**src/rtl/branch_resolver_if.sv**
```systemverilog
// Issue, CDB-snoop and branch-broadcast signals of the branch resolver.
//
// Handshakes (valid/ready):
//   issue: a branch transfers on a clock edge where issue_valid && issue_ready
//          (and the global rdy_in is high). issue_ready never depends on
//          issue_valid or on a same-cycle pop.
//   broadcast: br_req is the valid and br_grant the ready; the outcome
//          transfers on an edge where both are high. While br_req is high
//          and not granted, br_addr/br_val stay stable.
//   cdb: broadcast-only (no back-pressure); cdb_active qualifies tag/value.
interface branch_resolver_if #(
  parameter int TAG_W = 4
);
  logic              issue_valid;
  logic              issue_ready;
  logic [31:0]       issue_pc;
  logic [2:0]        issue_funct3;
  logic [31:0]       issue_vj;
  logic [31:0]       issue_vk;
  logic              issue_qj_busy;
  logic              issue_qk_busy;
  logic [TAG_W-1:0]  issue_qj;
  logic [TAG_W-1:0]  issue_qk;
  logic              cdb_active;
  logic [TAG_W-1:0]  cdb_tag;
  logic [31:0]       cdb_val;
  logic              br_req;
  logic              br_grant;
  logic [31:0]       br_addr;
  logic [31:0]       br_val;

  // Issue stage, CDB and CDB arbiter side
  modport master (
    output issue_valid, issue_pc, issue_funct3, issue_vj, issue_vk,
           issue_qj_busy, issue_qk_busy, issue_qj, issue_qk,
           cdb_active, cdb_tag, cdb_val, br_grant,
    input  issue_ready, br_req, br_addr, br_val
  );

  // Branch resolver side
  modport slave (
    input  issue_valid, issue_pc, issue_funct3, issue_vj, issue_vk,
           issue_qj_busy, issue_qk_busy, issue_qj, issue_qk,
           cdb_active, cdb_tag, cdb_val, br_grant,
    output issue_ready, br_req, br_addr, br_val
  );
endinterface

```
**src/rtl/branch_resolver.sv**
```systemverilog
// In-order branch execution buffer. Issued conditional branches wait in a
// circular FIFO, snoop the CDB for pending operands, and only the head entry
// may evaluate and broadcast its outcome, so outcomes leave in program order.
module branch_resolver #(
  parameter int DEPTH   = 8,
  parameter int DEPTH_W = 3,
  parameter int TAG_W   = 4
) (
  input  logic             clk_in,
  input  logic             rst_in,
  input  logic             rdy_in,
  input  logic             flush,
  branch_resolver_if.slave bus
);

  localparam logic [DEPTH_W:0] CNT_FULL = (DEPTH_W+1)'(DEPTH);

  // Control state (reset) and payload storage (no reset needed: every
  // payload field is written on push before its valid bit can be seen).
  logic [DEPTH-1:0]   ent_valid;
  logic [DEPTH-1:0]   busy_j;
  logic [DEPTH-1:0]   busy_k;
  logic [31:0]        ent_pc [DEPTH];
  logic [2:0]         ent_f3 [DEPTH];
  logic [31:0]        ent_vj [DEPTH];
  logic [31:0]        ent_vk [DEPTH];
  logic [TAG_W-1:0]   ent_qj [DEPTH];
  logic [TAG_W-1:0]   ent_qk [DEPTH];
  logic [DEPTH_W:0]   count;
  logic [DEPTH_W-1:0] front;
  logic [DEPTH_W-1:0] rear;

  logic issue_ready_int;
  logic br_req_int;
  logic head_taken;
  logic push;
  logic pop;
  logic fwd_j;
  logic fwd_k;

  // Branch condition evaluation; funct3 010/011 are not branches -> not taken.
  function automatic logic br_taken(input logic [2:0] f3,
                                    input logic [31:0] a,
                                    input logic [31:0] b);
    case (f3)
      3'b000:  return a == b;
      3'b001:  return a != b;
      3'b100:  return $signed(a) <  $signed(b);
      3'b101:  return $signed(a) >= $signed(b);
      3'b110:  return a <  b;
      3'b111:  return a >= b;
      default: return 1'b0;
    endcase
  endfunction

  // Handshake qualifiers and same-cycle CDB forwarding for the issuing branch.
  always_comb begin
    issue_ready_int = (count != CNT_FULL) && !flush;
    br_req_int      = rdy_in && !flush && ent_valid[front] &&
                      !busy_j[front] && !busy_k[front];
    head_taken      = br_taken(ent_f3[front], ent_vj[front], ent_vk[front]);
    push            = bus.issue_valid && issue_ready_int && rdy_in;
    pop             = br_req_int && bus.br_grant;
    fwd_j           = bus.issue_qj_busy && bus.cdb_active && (bus.cdb_tag == bus.issue_qj);
    fwd_k           = bus.issue_qk_busy && bus.cdb_active && (bus.cdb_tag == bus.issue_qk);
  end

  // Outputs are forced to zero whenever the head is not requesting.
  always_comb begin
    bus.issue_ready = issue_ready_int;
    bus.br_req      = br_req_int;
    bus.br_addr     = br_req_int ? ent_pc[front] : 32'd0;
    bus.br_val      = {31'd0, br_req_int & head_taken};
  end

  // Control: pointers, occupancy, valid and busy bits; flush wins over all.
  always_ff @(posedge clk_in or posedge rst_in) begin
    if (rst_in) begin
      ent_valid <= '0;
      busy_j    <= '0;
      busy_k    <= '0;
      count     <= '0;
      front     <= '0;
      rear      <= '0;
    end else if (rdy_in) begin
      if (flush) begin
        ent_valid <= '0;
        busy_j    <= '0;
        busy_k    <= '0;
        count     <= '0;
        front     <= '0;
        rear      <= '0;
      end else begin
        for (int i = 0; i < DEPTH; i++) begin
          if (ent_valid[i] && bus.cdb_active) begin
            if (busy_j[i] && (ent_qj[i] == bus.cdb_tag)) busy_j[i] <= 1'b0;
            if (busy_k[i] && (ent_qk[i] == bus.cdb_tag)) busy_k[i] <= 1'b0;
          end
        end
        if (push) begin
          ent_valid[rear] <= 1'b1;
          busy_j[rear]    <= bus.issue_qj_busy && !fwd_j;
          busy_k[rear]    <= bus.issue_qk_busy && !fwd_k;
          rear            <= rear + 1'b1;
        end
        if (pop) begin
          ent_valid[front] <= 1'b0;
          front            <= front + 1'b1;
        end
        case ({push, pop})
          2'b10:   count <= count + 1'b1;
          2'b01:   count <= count - 1'b1;
          default: count <= count;
        endcase
      end
    end
  end

  // Payload: operand capture from the CDB and entry write on push.
  always_ff @(posedge clk_in) begin
    if (rdy_in && !flush) begin
      for (int i = 0; i < DEPTH; i++) begin
        if (ent_valid[i] && bus.cdb_active) begin
          if (busy_j[i] && (ent_qj[i] == bus.cdb_tag)) ent_vj[i] <= bus.cdb_val;
          if (busy_k[i] && (ent_qk[i] == bus.cdb_tag)) ent_vk[i] <= bus.cdb_val;
        end
      end
      if (push) begin
        ent_pc[rear] <= bus.issue_pc;
        ent_f3[rear] <= bus.issue_funct3;
        ent_vj[rear] <= fwd_j ? bus.cdb_val : bus.issue_vj;
        ent_vk[rear] <= fwd_k ? bus.cdb_val : bus.issue_vk;
        ent_qj[rear] <= bus.issue_qj;
        ent_qk[rear] <= bus.issue_qk;
      end
    end
  end

endmodule

```
**src/flat_wrapper.sv**
```systemverilog
// flat-port wrapper written by rule: the top's interface ports become plain ports
module branch_resolver_flat 
#(
  parameter int DEPTH   = 8,
  parameter int DEPTH_W = 3,
  parameter int TAG_W   = 4
)
  (clk_in, rst_in, rdy_in, flush, bus_issue_valid, bus_issue_pc, bus_issue_funct3, bus_issue_vj, bus_issue_vk, bus_issue_qj_busy, bus_issue_qk_busy, bus_issue_qj, bus_issue_qk, bus_cdb_active, bus_cdb_tag, bus_cdb_val, bus_br_grant, bus_issue_ready, bus_br_req, bus_br_addr, bus_br_val);
  branch_resolver_if #(.TAG_W(TAG_W)) bus_i ();
  input  logic clk_in;
  input  logic rst_in;
  input  logic rdy_in;
  input  logic flush;
  input wire logic [$bits(bus_i.issue_valid)-1:0] bus_issue_valid;
  input wire logic [$bits(bus_i.issue_pc)-1:0] bus_issue_pc;
  input wire logic [$bits(bus_i.issue_funct3)-1:0] bus_issue_funct3;
  input wire logic [$bits(bus_i.issue_vj)-1:0] bus_issue_vj;
  input wire logic [$bits(bus_i.issue_vk)-1:0] bus_issue_vk;
  input wire logic [$bits(bus_i.issue_qj_busy)-1:0] bus_issue_qj_busy;
  input wire logic [$bits(bus_i.issue_qk_busy)-1:0] bus_issue_qk_busy;
  input wire logic [$bits(bus_i.issue_qj)-1:0] bus_issue_qj;
  input wire logic [$bits(bus_i.issue_qk)-1:0] bus_issue_qk;
  input wire logic [$bits(bus_i.cdb_active)-1:0] bus_cdb_active;
  input wire logic [$bits(bus_i.cdb_tag)-1:0] bus_cdb_tag;
  input wire logic [$bits(bus_i.cdb_val)-1:0] bus_cdb_val;
  input wire logic [$bits(bus_i.br_grant)-1:0] bus_br_grant;
  output wire logic [$bits(bus_i.issue_ready)-1:0] bus_issue_ready;
  output wire logic [$bits(bus_i.br_req)-1:0] bus_br_req;
  output wire logic [$bits(bus_i.br_addr)-1:0] bus_br_addr;
  output wire logic [$bits(bus_i.br_val)-1:0] bus_br_val;
  assign bus_i.issue_valid = bus_issue_valid;
  assign bus_i.issue_pc = bus_issue_pc;
  assign bus_i.issue_funct3 = bus_issue_funct3;
  assign bus_i.issue_vj = bus_issue_vj;
  assign bus_i.issue_vk = bus_issue_vk;
  assign bus_i.issue_qj_busy = bus_issue_qj_busy;
  assign bus_i.issue_qk_busy = bus_issue_qk_busy;
  assign bus_i.issue_qj = bus_issue_qj;
  assign bus_i.issue_qk = bus_issue_qk;
  assign bus_i.cdb_active = bus_cdb_active;
  assign bus_i.cdb_tag = bus_cdb_tag;
  assign bus_i.cdb_val = bus_cdb_val;
  assign bus_i.br_grant = bus_br_grant;
  assign bus_issue_ready = bus_i.issue_ready;
  assign bus_br_req = bus_i.br_req;
  assign bus_br_addr = bus_i.br_addr;
  assign bus_br_val = bus_i.br_val;
  branch_resolver #(.DEPTH(DEPTH), .DEPTH_W(DEPTH_W), .TAG_W(TAG_W)) u_core (.clk_in(clk_in), .rst_in(rst_in), .rdy_in(rdy_in), .flush(flush), .bus(bus_i));
endmodule
```
**config.mk**
```make
export PLATFORM = sky130hd
export DESIGN_NAME = branch_resolver_flat
export DESIGN_NICKNAME = d
export VERILOG_FILES = /design/src/rtl/branch_resolver_if.sv /design/src/rtl/branch_resolver.sv /design/src/flat_wrapper.sv
export SDC_FILE = /design/constraint.sdc
export NUM_CORES = 1
export LEC_CHECK = 0
export CAP_MARGIN = 20
export CORE_ASPECT_RATIO = 0.8
export CORE_UTILIZATION = 57
export CTS_BUF_LIST = sky130_fd_sc_hd__clkbuf_8 sky130_fd_sc_hd__clkbuf_16
export DETAILED_ROUTE_END_ITERATION = 16
export GPL_ROUTABILITY_DRIVEN = 0
export PLACE_DENSITY_LB_ADDON = 0.15
export SKIP_LAST_GASP = 1
export SLEW_MARGIN = 0
export SYNTH_ARGS = -nofsm -noshare
export SYNTH_HDL_FRONTEND = slang
export SYNTH_SLANG_ARGS = --single-unit
```
**constraint.sdc**
```tcl
create_clock -name clk_in -period 7.2 [get_ports clk_in]
set_input_delay 1.44 -clock clk_in [delete_from_list [all_inputs] [get_ports clk_in]]
set_output_delay 1.44 -clock clk_in [all_outputs]
set_load 0.1 [all_outputs]
```
# Word level (Yosys, flattened, before mapping)
# Memories as Yosys holds them, arrays and structs flattened.
# Cells that the tools add are included.
[classes]
n_addsub = 4
order_cmp = 8
n_eq_ne = 28
mux = 162
bitwise_logic = 4
reduce_logical = 52
[op_table]
columns = ["operator", "n"]
rows = [
  ["1-bit 2-to-1 mux", 136],
  ["32-bit 2-to-1 mux", 3],
  ["4-bit == test", 18],
  ["8-bit 2-to-1 mux", 9],
  ["32-bit >= comparator", 2],
  ["32-bit less-than comparator", 2],
  ["1-bit logical AND", 40],
  ["32-bit == test", 1],
  ["32-bit != test", 1],
  ["8-bit bitwise mux", 2],
  ["3-bit == test (second input constant)", 4],
  ["3-bit 2-to-1 mux", 4],
  ["1-bit binary-select mux with 3-bit select", 3],
  ["8-bit AND", 1],
  ["3-bit by 4-bit less-than comparator with 1-bit output (second input constant)", 2],
  ["8-bit inverter", 1],
  ["8-bit bitwise OR", 1],
  ["4-bit one-hot mux with 2 select lines", 1],
  ["3-bit by 1-bit adder with 3-bit output (second input constant)", 2],
  ["1-bit demux with 3-bit select", 2],
  ["3-bit by 1-bit >= comparator with 1-bit output (second input constant)", 2],
  ["1-bit one-hot mux with 6 select lines", 1],
  ["2-bit AND reduction", 3],
  ["1-bit zero test", 5],
  ["11 further kinds", 12],
]
[totals]
register_bits = 34
mem_bits_rw = 856
input_bits = 152
word_cells = 270
mem_count = 6
[mem_list]
columns = ["memory", "depth", "word_bits", "rd", "rd_clocked_by_memory_dff", "write_ports", "line_no", "source"]
rows = [
  ["u_core.ent_pc", 8, 32, 1, 0, 1, "branch_resolver.sv:23", "logic [31:0] ent_pc [DEPTH];"],
  ["u_core.ent_vj", 8, 32, 1, 0, 9, "branch_resolver.sv:25", "logic [31:0] ent_vj [DEPTH];"],
  ["u_core.ent_vk", 8, 32, 1, 0, 9, "branch_resolver.sv:26", "logic [31:0] ent_vk [DEPTH];"],
  ["u_core.ent_qj", 8, 4, 8, 0, 1, "branch_resolver.sv:27", "logic [TAG_W-1:0] ent_qj [DEPTH];"],
  ["u_core.ent_qk", 8, 4, 8, 0, 1, "branch_resolver.sv:28", "logic [TAG_W-1:0] ent_qk [DEPTH];"],
  ["u_core.ent_f3", 8, 3, 1, 0, 1, "branch_resolver.sv:24", "logic [2:0] ent_f3 [DEPTH];"],
]

# Longest topological paths before layout
[depth]
word_depth = 11
ltp_mapped = 17
depth_no_buf = 14

# Worst setup path after synthesis
# No wires, ideal clock.
[synth_path]
path_kind = "in2out"
from = "input flush"
to = "output bus_br_addr[12]"
arrival_ns = 5.501
setup_slack_ns = 0.259
path_stages = 7
path_buffers = 3
path_cell_list = "clkbuf_1 -> nor2_1 -> buf_2 -> and4_1 -> nand3_2 -> buf_1 -> nor4_1"
[synth_between]
elab_chain_len = 6
[synth_lines]
columns = ["element", "line_no", "source"]
rows = [
  ["start: declaration", "flat_wrapper.sv:13", "input logic flush;"],
  ["1-bit zero test", "branch_resolver.sv:59", "br_req_int = rdy_in && !flush && ent_valid[front] &&"],
  ["1-bit logical AND (3 in a row)", "branch_resolver.sv:59", ""],
  ["1-bit logical AND", "branch_resolver.sv:60", "!busy_j[front] && !busy_k[front];"],
  ["32-bit 2-to-1 mux", "branch_resolver.sv:72", "bus.br_addr = br_req_int ? ent_pc[front] : 32'd0;"],
  ["end: declaration", "flat_wrapper.sv:29", "output wire logic [$bits(bus_i.br_addr)-1:0] bus_br_addr;"],
]
# No other way between the ends.

# Final worst setup path
[layout_path]
from = "register u_core.front[1]"
to = "output bus_br_val[0]"
[layout_between]
elab_chain_len = 6
elab_cells_between_ends = 28
[layout_lines]
columns = ["element", "line_no", "source"]
rows = [
  ["start: declaration", "branch_resolver.sv:30", "logic [DEPTH_W-1:0] front;"],
  ["start signal: assignment", "branch_resolver.sv:108", "front <= front + 1'b1;"],
  ["parallel branches: the longest is 5 deep, another holds memory 8 x 32 bit", "n/a", ""],
  ["1-bit AND (*)", "branch_resolver.sv:73", "bus.br_val = {31'd0, br_req_int & head_taken};"],
  ["end: declaration", "flat_wrapper.sv:30", "output wire logic [$bits(bus_i.br_val)-1:0] bus_br_val;"],
]
# Mark *: on every way between the ends. The select of a mux whose other input is x is not followed.

==> load_flow_metrics.sql <==
INSERT INTO impl_metrics (metric_group, metric, value, unit) VALUES
('run_status', 'result_of_the_run', 'finished clean', ''),
('finish', 'post_layout_nets', '2905', ''),
('clock_network', 'postCtsSetupBuffers', '0', ''),
('place', 'buffer_ports.inserted', '186', ''),
('flow_run', 'maxCapViolations', '0', ''),
('timing', 'final_min_period_over_clock_period', '0.941', ''),
('drt', 'routed_wirelength', '117000', 'um'),
('global_route', 'grt.overflow.total', '0', ''),
('clock_network', 'cts_max_path_buffers', '3', ''),
('drt', 'drc', '0', ''),
('yosys', 'synth_cell_type_count', '68', ''),
('yosys', 'yosys_most_used_dff', 'sky130_fd_sc_hd__edfxtp_1', ''),
('finish', 'post_route_cells_drive_above_1_share', '0.272', ''),
('floorplan', 'die_w', '299', 'um'),
('floorplan', 'top_level_ports', '218', ''),
('yosys', 'syn_area_per_cell', '15.7', 'sq um'),
('timing', 'worst_clock_skew', '0.0220', 'ns'),
('timing', 'hold_viol_final', '0', ''),
('yosys', 'yosysWarnings', '0', ''),
('setup_path', 'endpoint_kind', 'primary output', ''),
('setup_path', 'timing.critical_path.fanout_max', '57', ''),
('clock_network', 'cts_tree', 'done', ''),
('finish', 'final-instance-count-excl-fill', '3704', ''),
('clock_network', 'cts.sinks', '890', ''),
('clock_network', 'number_of_buffers_inserted_for_hold_repair_after_clock_tree_synthesis', '0', ''),
('place', 'postPlaceCellArea', '0.0434', 'sq mm'),
('global_route', 'track_usage', '0.325', ''),
('global_route', 'antenna_violations_before_repair', '6', ''),
('drt', 'route.vias.total', '25400', ''),
('floorplan', 'placementRows', '86', ''),
('setup_path', 'timing.critical_path.arrival', '5.33', 'ns'),
('timing', 'slew-limit-headroom', '0.237', ''),
('drt', 'drtPass1Iterations', '6', ''),
('timing', 'setup_violations', '0', ''),
('drt', 'wl_per_cell', '31.6', 'um'),
('clock_network', 'path_clk_slew', '0.07', 'ns'),
('timing', 'post_route_setup_tns', '0', 'ns'),
('yosys', 'post_synth_inst_count', '2567', ''),
('power_and_ir_drop', 'cellLeakagePower', '15.1', 'nW'),
('setup_path', 'critPathKind', 'reg -> out', ''),
('finish', 'most-common-layout-cells', 'sky130_fd_sc_hd__edfxtp_1, sky130_fd_sc_hd__mux2_2, sky130_fd_sc_hd__a22oi_1, sky130_fd_sc_hd__clkdlybuf4s50_1, sky130_fd_sc_hd__o22ai_1', ''),
('global_route', 'first_global_vias', '25200', ''),
('yosys', 'synth.top_cells.by_area', 'sky130_fd_sc_hd__edfxtp_1, sky130_fd_sc_hd__mux2_2, sky130_fd_sc_hd__a22oi_1, sky130_fd_sc_hd__dfrtp_1, sky130_fd_sc_hd__o22ai_1', ''),
('power_and_ir_drop', 'vdd_ir_drop_max', '0.306', 'mV'),
('worst_hold_path', 'min_path_type', 'reg -> reg', ''),
('drt', 'antenna_violating_nets_post_route', '0', ''),
('clock_network', 'ctsResizeCount', '0', ''),
('clock_network', 'cts-root-buf', 'sky130_fd_sc_hd__clkbuf_16', ''),
('clock_network', 'h-tree-depth', '3', ''),
('drt', 'drt_iter0_markers', '3352', ''),
('yosys', 'synth_largest_type_area_fraction', '0.638', ''),
('yosys', 'synth_area', '0.0403', 'sq mm'),
('floorplan', 'fp.dieArea', '0.0717', 'sq mm'),
('yosys', 'yosys_top_cell_by_area', 'sky130_fd_sc_hd__edfxtp_1', ''),
('power_and_ir_drop', 'p_per_area', '244', 'mW/mm^2'),
('timing', 'min_cycle_time_layout', '6.77', 'ns'),
('finish', 'synthToLayoutAreaGrowth', '14.7', '%'),
('drt', 'drt-vias-per-instance', '6.85', ''),
('yosys', 'ys_seq_elements', '890', ''),
('yosys', 'synth-edff-count', '856', ''),
('timing', 'max_slew_violations', '0', ''),
('timing', 'grt_setup_unrepaired', 'false', ''),
('place', 'placed_insts', '3550', ''),
('power_and_ir_drop', 'total_power', '11.3', 'mW'),
('setup_path', 'worst_ep_required_time', '5.76', 'ns'),
('floorplan', 'core_area', '0.0694', 'sq mm'),
('setup_path', 'critPathLaunchType', 'flop', ''),
('place', 'dp.final_hpwl', '66500', 'um'),
('clock_network', 'cts-buffers-inserted', '87', ''),
('yosys', 'synth-seq-area-share', '0.660', ''),
('timing', 'whs', '0.542', 'ns'),
('finish', 'design_area', '0.0462', 'sq mm'),
('finish', 'layout_commonest_cell', 'sky130_fd_sc_hd__edfxtp_1', ''),
('timing', 'worst_pin_slew', '1.14', 'ns'),
('floorplan', 'floorplan.initialDensity', '0.580', ''),
('timing', 'maxClockFrequency', '0.148', 'GHz'),
('global_route', 'grt_pass1_wl', '169000', 'um'),
('clock_network', 'clock_insertion_delay_worst_skew', '0.64', 'ns'),
('yosys', 'ys_async_sr_fraction', '0.0382', ''),
('floorplan', 'fp.dieH', '240', 'um'),
('global_route', 'grt_start_max_net_pins', '67', '');
[sequential cells by signal, indices dropped and copies added (netlist names)]
register / flops
u_core.ent_valid: 8
u_core.ent_f3: 24
u_core.busy_j: 8
u_core.ent_qk: 32
u_core.ent_qj: 32
u_core.count: 4
u_core.ent_vk: 256
u_core.busy_k: 8
u_core.ent_pc: 256
u_core.front: 3
u_core.rear: 3
u_core.ent_vj: 256
[area by class of cell]
cell class	count	area, sq um
Sequential cell	890	26600
Fill cell	4799	23200
Inverter	13	48.8
Clock inverter	62	488
Clock buffer	89	2230
Antenna cell	2	5.00
Timing Repair Buffer	260	2880
Tap cell	924	1160
Multi-Input combinational cell	1464	12800
[kinds of logic after synthesis]
logic type	Yosys count	share of synthesized area
other	1	0.0000931
AND/OR/NAND/NOR	281	0.0429
buffers and inverters	243	0.0289
multiplexers	524	0.147
AO/OA/AOI/OAI	515	0.0933
adder cells (fa/ha/maj)	37	0.0117
flip-flops	890	0.660
XOR/XNOR	76	0.0165
[layer usage]
| layer | vias to the layer above | global-route usage | wire, um |
|---|---|---|---|
| met2 | 1589 | 0.499 | 53500 |
| li1 | 10700 | - | - |
| met5 | - | 0 | 48 |
| met3 | 217 | 0.0718 | 13000 |
| met1 | 12900 | 0.465 | 47500 |
| met4 | 8 | 0.0965 | 2970 |
[synthesized netlist by cell type, types with 3 or more instances]
master and instances:
sky130_fd_sc_hd__buf_6 3, sky130_fd_sc_hd__nand2_1 23, sky130_fd_sc_hd__or4_1 20, sky130_fd_sc_hd__dfrtp_1 34, sky130_fd_sc_hd__a21o_1 7, sky130_fd_sc_hd__ha_1 36
sky130_fd_sc_hd__nor4_1 31, sky130_fd_sc_hd__nand3b_1 4, sky130_fd_sc_hd__mux2i_1 8, sky130_fd_sc_hd__o22a_1 20, sky130_fd_sc_hd__xnor2_1 20, sky130_fd_sc_hd__nor2b_1 5
sky130_fd_sc_hd__nor2_1 37, sky130_fd_sc_hd__nor3_2 4, sky130_fd_sc_hd__clkbuf_1 103, sky130_fd_sc_hd__a221oi_1 26, sky130_fd_sc_hd__inv_1 11, sky130_fd_sc_hd__nand4_1 42
sky130_fd_sc_hd__o2bb2ai_1 3, sky130_fd_sc_hd__and2_1 5, sky130_fd_sc_hd__o211ai_1 5, sky130_fd_sc_hd__nand2b_1 10, sky130_fd_sc_hd__a22o_1 40, sky130_fd_sc_hd__edfxtp_1 856
sky130_fd_sc_hd__o31ai_1 14, sky130_fd_sc_hd__o21ai_0 22, sky130_fd_sc_hd__a21oi_1 30, sky130_fd_sc_hd__buf_1 28, sky130_fd_sc_hd__nand3_1 30, sky130_fd_sc_hd__xor2_1 56
sky130_fd_sc_hd__mux2_1 48, sky130_fd_sc_hd__nor3b_1 4, sky130_fd_sc_hd__mux2_2 466, sky130_fd_sc_hd__a22oi_1 206, sky130_fd_sc_hd__nand2_2 5, sky130_fd_sc_hd__and4_1 8
sky130_fd_sc_hd__buf_4 44, sky130_fd_sc_hd__or3_1 3, sky130_fd_sc_hd__nor4_2 3, sky130_fd_sc_hd__o22ai_1 106, sky130_fd_sc_hd__nor3_1 6, sky130_fd_sc_hd__buf_2 52
sky130_fd_sc_hd__a31o_2 10, sky130_fd_sc_hd__o221ai_1 13, sky130_fd_sc_hd__and3_1 27
[final timing paths]
path	startpoint	end	slack [ns]	depth (start not counted)
max	u_core.front[1]$_DFFE_PP0P_	bus_br_val[0]	0.43	13
min	u_core.busy_j[4]$_DFFE_PP0P_	u_core.busy_j[4]$_DFFE_PP0P_	0.54	1
max reg2reg	u_core.front[0]$_DFFE_PP0P_	u_core.count[3]$_DFFE_PP0P_	2.68	15
min reg2reg	u_core.busy_j[4]$_DFFE_PP0P_	u_core.busy_j[4]$_DFFE_PP0P_	0.54	1
min in group asynchronous	rst_in	u_core.busy_k[0]$_DFFE_PP0P_	1.29	3
max in group asynchronous	rst_in	u_core.rear[1]$_DFFE_PP0P_	5.59	3
[per-stage QoR]
step,worst slack [ns],utilization
floorplan,0.259,-
global placement,1.28,0.625
detailed placement,1.16,0.626
CTS,0.446,0.665
global route,0.0802,0.665
finish,0.427,0.665
[worst max-delay path, cell delays in order (launching register included)]
cell and delay [ns]:
sky130_fd_sc_hd__dfrtp_1 0.81, sky130_fd_sc_hd__nor2b_1 0.40, sky130_fd_sc_hd__and2_4 0.89, sky130_fd_sc_hd__a22oi_1 0.24, sky130_fd_sc_hd__and3_1 0.24, sky130_fd_sc_hd__ha_1 0.34
sky130_fd_sc_hd__a21oi_1 0.12, sky130_fd_sc_hd__o21ai_0 0.09, sky130_fd_sc_hd__a221oi_1 0.29, sky130_fd_sc_hd__o211ai_1 0.25, sky130_fd_sc_hd__a21oi_1 0.28, sky130_fd_sc_hd__mux2i_1 0.24
sky130_fd_sc_hd__o221a_1 0.26, sky130_fd_sc_hd__buf_12 0.19
[power breakdown]
| group | internal [mW] | switching (mW) | leakage, nW |
|---|---|---|---|
| clock network | 2.52 | 1.92 | 1.38 |
| logic | 0.415 | 0.645 | 5.55 |
| registers | 5.74 | 0.0380 | 8.18 |
| total | 8.67 | 2.61 | 15.1 |
(Power assumes the default switching activity.)
